[config.mk]
export PLATFORM = sky130hd
export DESIGN_NAME = sample_demultiplexer
export DESIGN_NICKNAME = d
export VERILOG_FILES = /design/src/rtl/sample_pkg.sv /design/src/rtl/byte_timeout.sv /design/src/rtl/sample_demultiplexer.sv
export SDC_FILE = /design/constraint.sdc
export NUM_CORES = 1
export LEC_CHECK = 0
export ABC_AREA = 0
export BUFFER_PORTS_ARGS = -buffer_cell sky130_fd_sc_hd__buf_4
export CORE_UTILIZATION = 47
export CTS_BUF_LIST = sky130_fd_sc_hd__clkbuf_8
export CTS_CLUSTER_SIZE = 40
export DETAILED_ROUTE_END_ITERATION = 7
export GPL_TIMING_DRIVEN = 0
export HOLD_SLACK_MARGIN = 0.15
export PLACE_DENSITY = 0.75
export REMOVE_ABC_BUFFERS = 1
export SLEW_MARGIN = 20
export SYNTH_ARGS = -nofsm -noshare
export SYNTH_HDL_FRONTEND = slang
export SYNTH_SLANG_ARGS = --single-unit
[constraint.sdc]
create_clock -name clk -period 5.6 [get_ports clk]
set_clock_uncertainty 0.2 [all_clocks]
set_input_delay 1.12 -clock clk [delete_from_list [all_inputs] [get_ports clk]]
set_output_delay 1.12 -clock clk [all_outputs]
set_load 0.02 [all_outputs]
[src/rtl/sample_pkg.sv]
// Shared sample-record definitions, also used by the sample multiplexer.
// Describes the 48-bit timetag record carried as 6 bytes, MSB byte first.
package sample_pkg;

    localparam int SAMPLE_BYTES = 6;
    localparam int SAMPLE_W     = 8 * SAMPLE_BYTES;
    localparam int BYTE_IDX_W   = 3;

    typedef logic [SAMPLE_W-1:0]   sample_t;
    typedef logic [BYTE_IDX_W-1:0] byte_idx_t;

    // Last byte position of a record with the given number of bytes.
    function automatic byte_idx_t last_byte_idx(input int bytes_per_sample);
        return byte_idx_t'(bytes_per_sample - 1);
    endfunction

endpackage

[src/rtl/byte_timeout.sv]
// Idle-gap watchdog for a partially received record.
// Counts idle cycles while enabled and pulses expire on the cycle the
// count reaches TIMEOUT_CYCLES-1. The counter restarts on clear or expiry.
// Only instantiated when SAMPLE_DEMUX_TIMEOUT_EN is defined.
module byte_timeout
    import sample_pkg::*;
#(
    parameter int TIMEOUT_CYCLES = 1024
) (
    input  logic clk,
    input  logic reset,
    input  logic count_en,
    input  logic clear,
    output logic expire
);

    localparam int CNT_W = (TIMEOUT_CYCLES > 2) ? $clog2(TIMEOUT_CYCLES) : 1;
    localparam logic [CNT_W-1:0] CNT_LAST = CNT_W'(TIMEOUT_CYCLES - 1);

    logic [CNT_W-1:0] cnt_q;

    assign expire = count_en & (cnt_q == CNT_LAST);

    // Idle counter: restarts on clear or expiry, advances while enabled.
    always_ff @(posedge clk) begin
        if (reset || clear || expire) begin
            cnt_q <= '0;
        end else if (count_en) begin
            cnt_q <= cnt_q + 1'b1;
        end
    end

endmodule

[src/rtl/sample_demultiplexer.sv]
// Reassembles sample records from a byte stream (MSB byte first).
// One record assembles while the previous one waits in the output register;
// the byte source is stalled only when both are full.
// Optional idle timeout on partial records: define SAMPLE_DEMUX_TIMEOUT_EN.
module sample_demultiplexer
    import sample_pkg::*;
#(
    parameter int BYTES_PER_SAMPLE = SAMPLE_BYTES,
    parameter int TIMEOUT_CYCLES   = 1024
) (
    input  logic                          clk,
    input  logic                          reset,
    input  logic [7:0]                    data,
    input  logic                          data_rdy,
    output logic                          data_ack,
    output logic [8*BYTES_PER_SAMPLE-1:0] sample,
    output logic                          sample_rdy,
    input  logic                          sample_ack,
    output logic                          frame_err,
    output logic [BYTE_IDX_W-1:0]         byte_idx
);

    localparam int        SW       = 8 * BYTES_PER_SAMPLE;
    localparam byte_idx_t LAST_IDX = last_byte_idx(BYTES_PER_SAMPLE);

    logic [SW-1:0] asm_q, asm_d;
    logic [SW-1:0] out_q, out_d;
    byte_idx_t     idx_q, idx_d;
    logic          full_q, full_d;
    logic          rdy_q, rdy_d;

    logic [SW-1:0] asm_shift;
    logic          xfer;
    logic          ack_seen;
    logic          out_free;
    logic          last_byte;
    logic          expire;

    // A complete record parked in the assembly register blocks new bytes.
    assign data_ack  = data_rdy & ~full_q & ~reset;
    assign xfer      = data_ack;
    assign ack_seen  = rdy_q & sample_ack;
    assign out_free  = ~rdy_q | sample_ack;
    assign last_byte = (idx_q == LAST_IDX);
    assign asm_shift = {asm_q[SW-9:0], data};

    // Next-state: output hand-off, byte shift-in, record completion, timeout.
    always_comb begin
        asm_d  = asm_q;
        idx_d  = idx_q;
        full_d = full_q;
        out_d  = out_q;
        rdy_d  = rdy_q;

        if (ack_seen) begin
            rdy_d = 1'b0;
        end

        // Parked record moves out the same cycle the sink takes the old one.
        if (full_q && ack_seen) begin
            out_d  = asm_q;
            rdy_d  = 1'b1;
            full_d = 1'b0;
        end

        if (xfer) begin
            asm_d = asm_shift;
            if (last_byte) begin
                idx_d = '0;
                if (out_free) begin
                    out_d = asm_shift;
                    rdy_d = 1'b1;
                end else begin
                    full_d = 1'b1;
                end
            end else begin
                idx_d = idx_q + 1'b1;
            end
        end else if (expire) begin
            // Only partial records can expire; a parked record has idx 0.
            asm_d = '0;
            idx_d = '0;
        end
    end

    // State registers.
    always_ff @(posedge clk) begin
        if (reset) begin
            asm_q  <= '0;
            idx_q  <= '0;
            full_q <= 1'b0;
            out_q  <= '0;
            rdy_q  <= 1'b0;
        end else begin
            asm_q  <= asm_d;
            idx_q  <= idx_d;
            full_q <= full_d;
            out_q  <= out_d;
            rdy_q  <= rdy_d;
        end
    end

    assign sample     = out_q;
    assign sample_rdy = rdy_q;
    assign byte_idx   = idx_q;

`ifdef SAMPLE_DEMUX_TIMEOUT_EN
    logic count_en;
    logic cnt_clear;
    logic frame_err_q;

    assign count_en  = (idx_q != '0) & ~xfer;
    assign cnt_clear = xfer | (idx_q == '0);

    byte_timeout #(
        .TIMEOUT_CYCLES(TIMEOUT_CYCLES)
    ) u_timeout (
        .clk     (clk),
        .reset   (reset),
        .count_en(count_en),
        .clear   (cnt_clear),
        .expire  (expire)
    );

    // One-cycle error pulse following the discard of a partial record.
    always_ff @(posedge clk) begin
        if (reset) begin
            frame_err_q <= 1'b0;
        end else begin
            frame_err_q <= expire & ~xfer;
        end
    end

    assign frame_err = frame_err_q;
`else
    assign expire    = 1'b0;
    assign frame_err = 1'b0;
`endif

endmodule

# == After elaboration in Yosys (flattened, before gate mapping) ==
# Cells that the tools add are included.
# Widths: inputs -> output; s select.
# word_totals
register_bits,101
out_inout_bits,54
elab_cells,29
# op_classes
addsub,1
eq_ne,1
mux,14
bitwise_logic,7
n_reduce_logical,1
# ops
operator,n
$mux 48,4
$mux 1,9
$add 3x1->3 const B,1
$and 1x1->1,3
$eq 3x3->1 const B,1
$mux 3,1
$not 1->1,3
$logic_and 1x1->1,1
$or 1x1->1,1

# == Depth between registers and ports, before layout ==
# depth
word_depth,6
depth_mapped,6
mapped_depth_nobuf,3

# == Worst setup path before layout ==
# Ideal clock, no wire load.
# synth_timing
kind,input-to-output
start,input port reset
end,output port data_ack
arrival_ns,1.991
required_ns,4.280
setup_slack_ns,2.289
cell_stages,4
n_path_buf,2
cell_sequence,or3b_1 -> clkbuf_1 -> clkbuf_1 -> inv_1
# synth_via
elab_chain_cells,2
# synth_rtl
item,line,text
start: declaration,sample_demultiplexer.sv:12,"input logic reset,"
$not 1->1,sample_demultiplexer.sv:40,assign data_ack = data_rdy & ~full_q & ~reset;
$and 1x1->1,sample_demultiplexer.sv:40,
end: declaration,sample_demultiplexer.sv:15,"output logic data_ack,"
# Every way passes these cells.

# == Worst setup path after layout ==
# Same ends and word-level chain as after synthesis.

==> results.toml <==
[outcome]
outcome = "completed"

[sta]
rsz0062_at_grt = "false"
setup_viol = 0
hold_viol_final = 0
slew-limit-headroom = 0.320
final.min_clock_period_ns = 4.10
tightest_slew_ns = 1.02
period_share = 0.733
fmax_mhz = 244
setup_ws_ns = 1.50
drv_slew = 0
tns_ns = 0

[grt]
top_usage_layer = "met2"
grt-ovfl-total = 0
grt.total_usage = 0.231
grt_pass1_vias = 3487
grtUsageMet2 = 0.391
antenna_found_initial = 0
grt_start_max_net_pins = 103
grtUsageMet1 = 0.305
use_met3 = 0.0295
grt_first_pass_wirelength_um = 16700

[clocking]
cts_tree = "built"
clk_path_buf_depth = 2
clock_latency_ns = 0.36
numClockSinks = 101
cts_buffers = 9
post_cts_buffers = 0
holdBufCountCts = 0
root_buffer = "clkbuf_8"
cts_max_level = 3
post_cts_resized = 0
cts.clk_slew.worst_paths_ns = 0.10

[power_and_ir_drop]
clkPwrFrac = 0.365
netSwitchingFraction = 0.241
irDropWorstVdd_mv = 0.131
cellPowerDensity_mw_per_mm2 = 258
leakagePower_nw = 1.62
p_int_mw = 0.955
p_switching_mw = 0.303
p_comb_frac = 0.051
seqPwrFrac = 0.584

[cells_and_area]
fin_area_mm2 = 0.00487
syn_to_final_growth_pct = 19.2
regArea_mm2 = 0.00202
layout-drive-gt1-share = 0.174
stdcell_count = 656
nNetsFinal = 558
antenna_cells = 0
fillers = 737
final_cell_mix = "nand2_1 (194), dfxtp_1 (101), buf_4 (64)"
multiInputGateArea_mm2 = 0.00186
layout_commonest_cell = "nand2_1"

[placed_design]
io_buffer_count = 64
place_area_mm2 = 0.00467
dpl.cell_count = 640
dp_slack_ns = 1.53
hpwl_um = 6030
gp_congestion = 0.729

[drt]
drt.antenna.violating_nets = 0
drt_pass1_iterations = 4
vias_per_cell = 5.68
wl_per_cell_um = 15.1
wl_um = 9930
vias = 3724
drc = 0
drt_iter0_markers = 321

[worst_setup_path]
r2r_cells = 4
required_ns = 4.28
startpoint_type = "input port"
cp.arrival_ns = 2.78
worstSetupPathType = "input port to output pin"
endpoint_kind = "output pin"
path_max_fanout = 102

[yosys]
syn_avg_cell_area_um2 = 7.92
yosysTopAreaCellShare = 0.495
synthFlopType = "dfxtp_1"
async_flop_share = 0
synth_edf_count = 0
ys_ff_latch = 101
yosys.cell_types.count = 25
ys_warn_count = 0
syn_area_mm2 = 0.00409
syn_inst = 516
ys_top_cells_by_area = "dfxtp_1 (49%), nand2_1 (18%), a311oi_1 (10%), nor4_1 (7.3%), a21oi_1 (6.2%)"
ys_seq_area_frac = 0.495
synth_top_cell_by_area = "dfxtp_1"

[run]
drv_cap = 0

[worst_hold_path]
worstHoldPathType = "flop to flop"
hold_depth = 2

[floorplan]
pin_count = 66
die_x_um = 95.2
die_h_um = 95.2
die-area_mm2 = 0.00907
rows = 33
core_mm2 = 0.00830
initial_core_util = 0.492
## worst paths after layout
check | endpoint | slack (ns) | from
worst max-delay path | data_ack | 1.50 | reset
worst max register to register | sample[46]$_SDFF_PP0_ | 2.89 | full_q$_SDFF_PP0_
worst min register to register | asm_q[43]$_SDFFE_PP0P_ | 0.26 | asm_q[43]$_SDFFE_PP0P_
worst min-delay path | asm_q[43]$_SDFFE_PP0P_ | 0.26 | asm_q[43]$_SDFFE_PP0P_
## sequential cells by signal, summed over array words and instances, names as in the netlist
register	flops
asm_q	48
byte_idx	3
sample_rdy	1
sample	48
full_q	1
## metal layers
metal	part of all wire	wire, µm
met5	0	0
met4	0.012	117
met3	0.048	473
met2	0.50	4940
met1	0.44	4400
## critical path: stages
cell    delay, ns
buf_4        0.73
or3b_2       0.58
inv_1        0.10
buf_4        0.17
## power groups by stage
stage | registers, mW | clock network [mW] | logic (mW)
after CTS | 0.734 | 0.472 | 0.0640
after global placement | 0.750 | 0 | 0.0553
final | 0.734 | 0.460 | 0.0643
after detailed placement | 0.751 | 0 | 0.0639
after floorplan | 0.751 | 0 | 0.0244
after global routing | 0.736 | 0.497 | 0.0699
## per-stage QoR
| step | hold slack [ns] | util | total power, mW |
|---|---|---|---|
| global route | 0.290 | 0.587 | 1.30 |
| floorplan | 0.231 | - | 0.776 |
| global placement | 0.242 | 0.539 | 0.806 |
| finish | 0.261 | 0.587 | 1.26 |
| detailed placement | 0.248 | 0.563 | 0.815 |
| CTS | 0.263 | 0.587 | 1.27 |
## logic make-up (layout without fill, tap and decap cells)
| group | count (synthesis) | after routing | share of synthesized area |
|---|---|---|---|
| other cells | 1 | 1 | 0.000918 |
| xor+xnor | 1 | 1 | 0.00214 |
| compound gates | 101 | 101 | 0.169 |
| simple gates | 257 | 257 | 0.276 |
| flops | 101 | 101 | 0.495 |
| buf+inv | 55 | 90 | 0.0570 |
## final cells by class
cell class / instances / area share
Sequential cell: 101 / 0.415
Multi-Input combinational cell: 360 / 0.381
Timing Repair Buffer: 72 / 0.134
Tap cell: 105 / 0.0270
Clock buffer: 9 / 0.0254
Clock inverter: 7 / 0.0157
Inverter: 2 / 0.00154
## synthesized netlist by cell type, types with 2 or more instances
master / number
nor2_1: 2
nand2_1: 194
clkbuf_1: 47
buf_6: 3
nand3b_1: 2
buf_1: 2
dfxtp_1: 101
nor4_1: 48
inv_1: 2
nor2b_1: 2
a21oi_1: 51
a311oi_1: 48
nand2b_1: 2
Power figures use the tool's default switching activity.
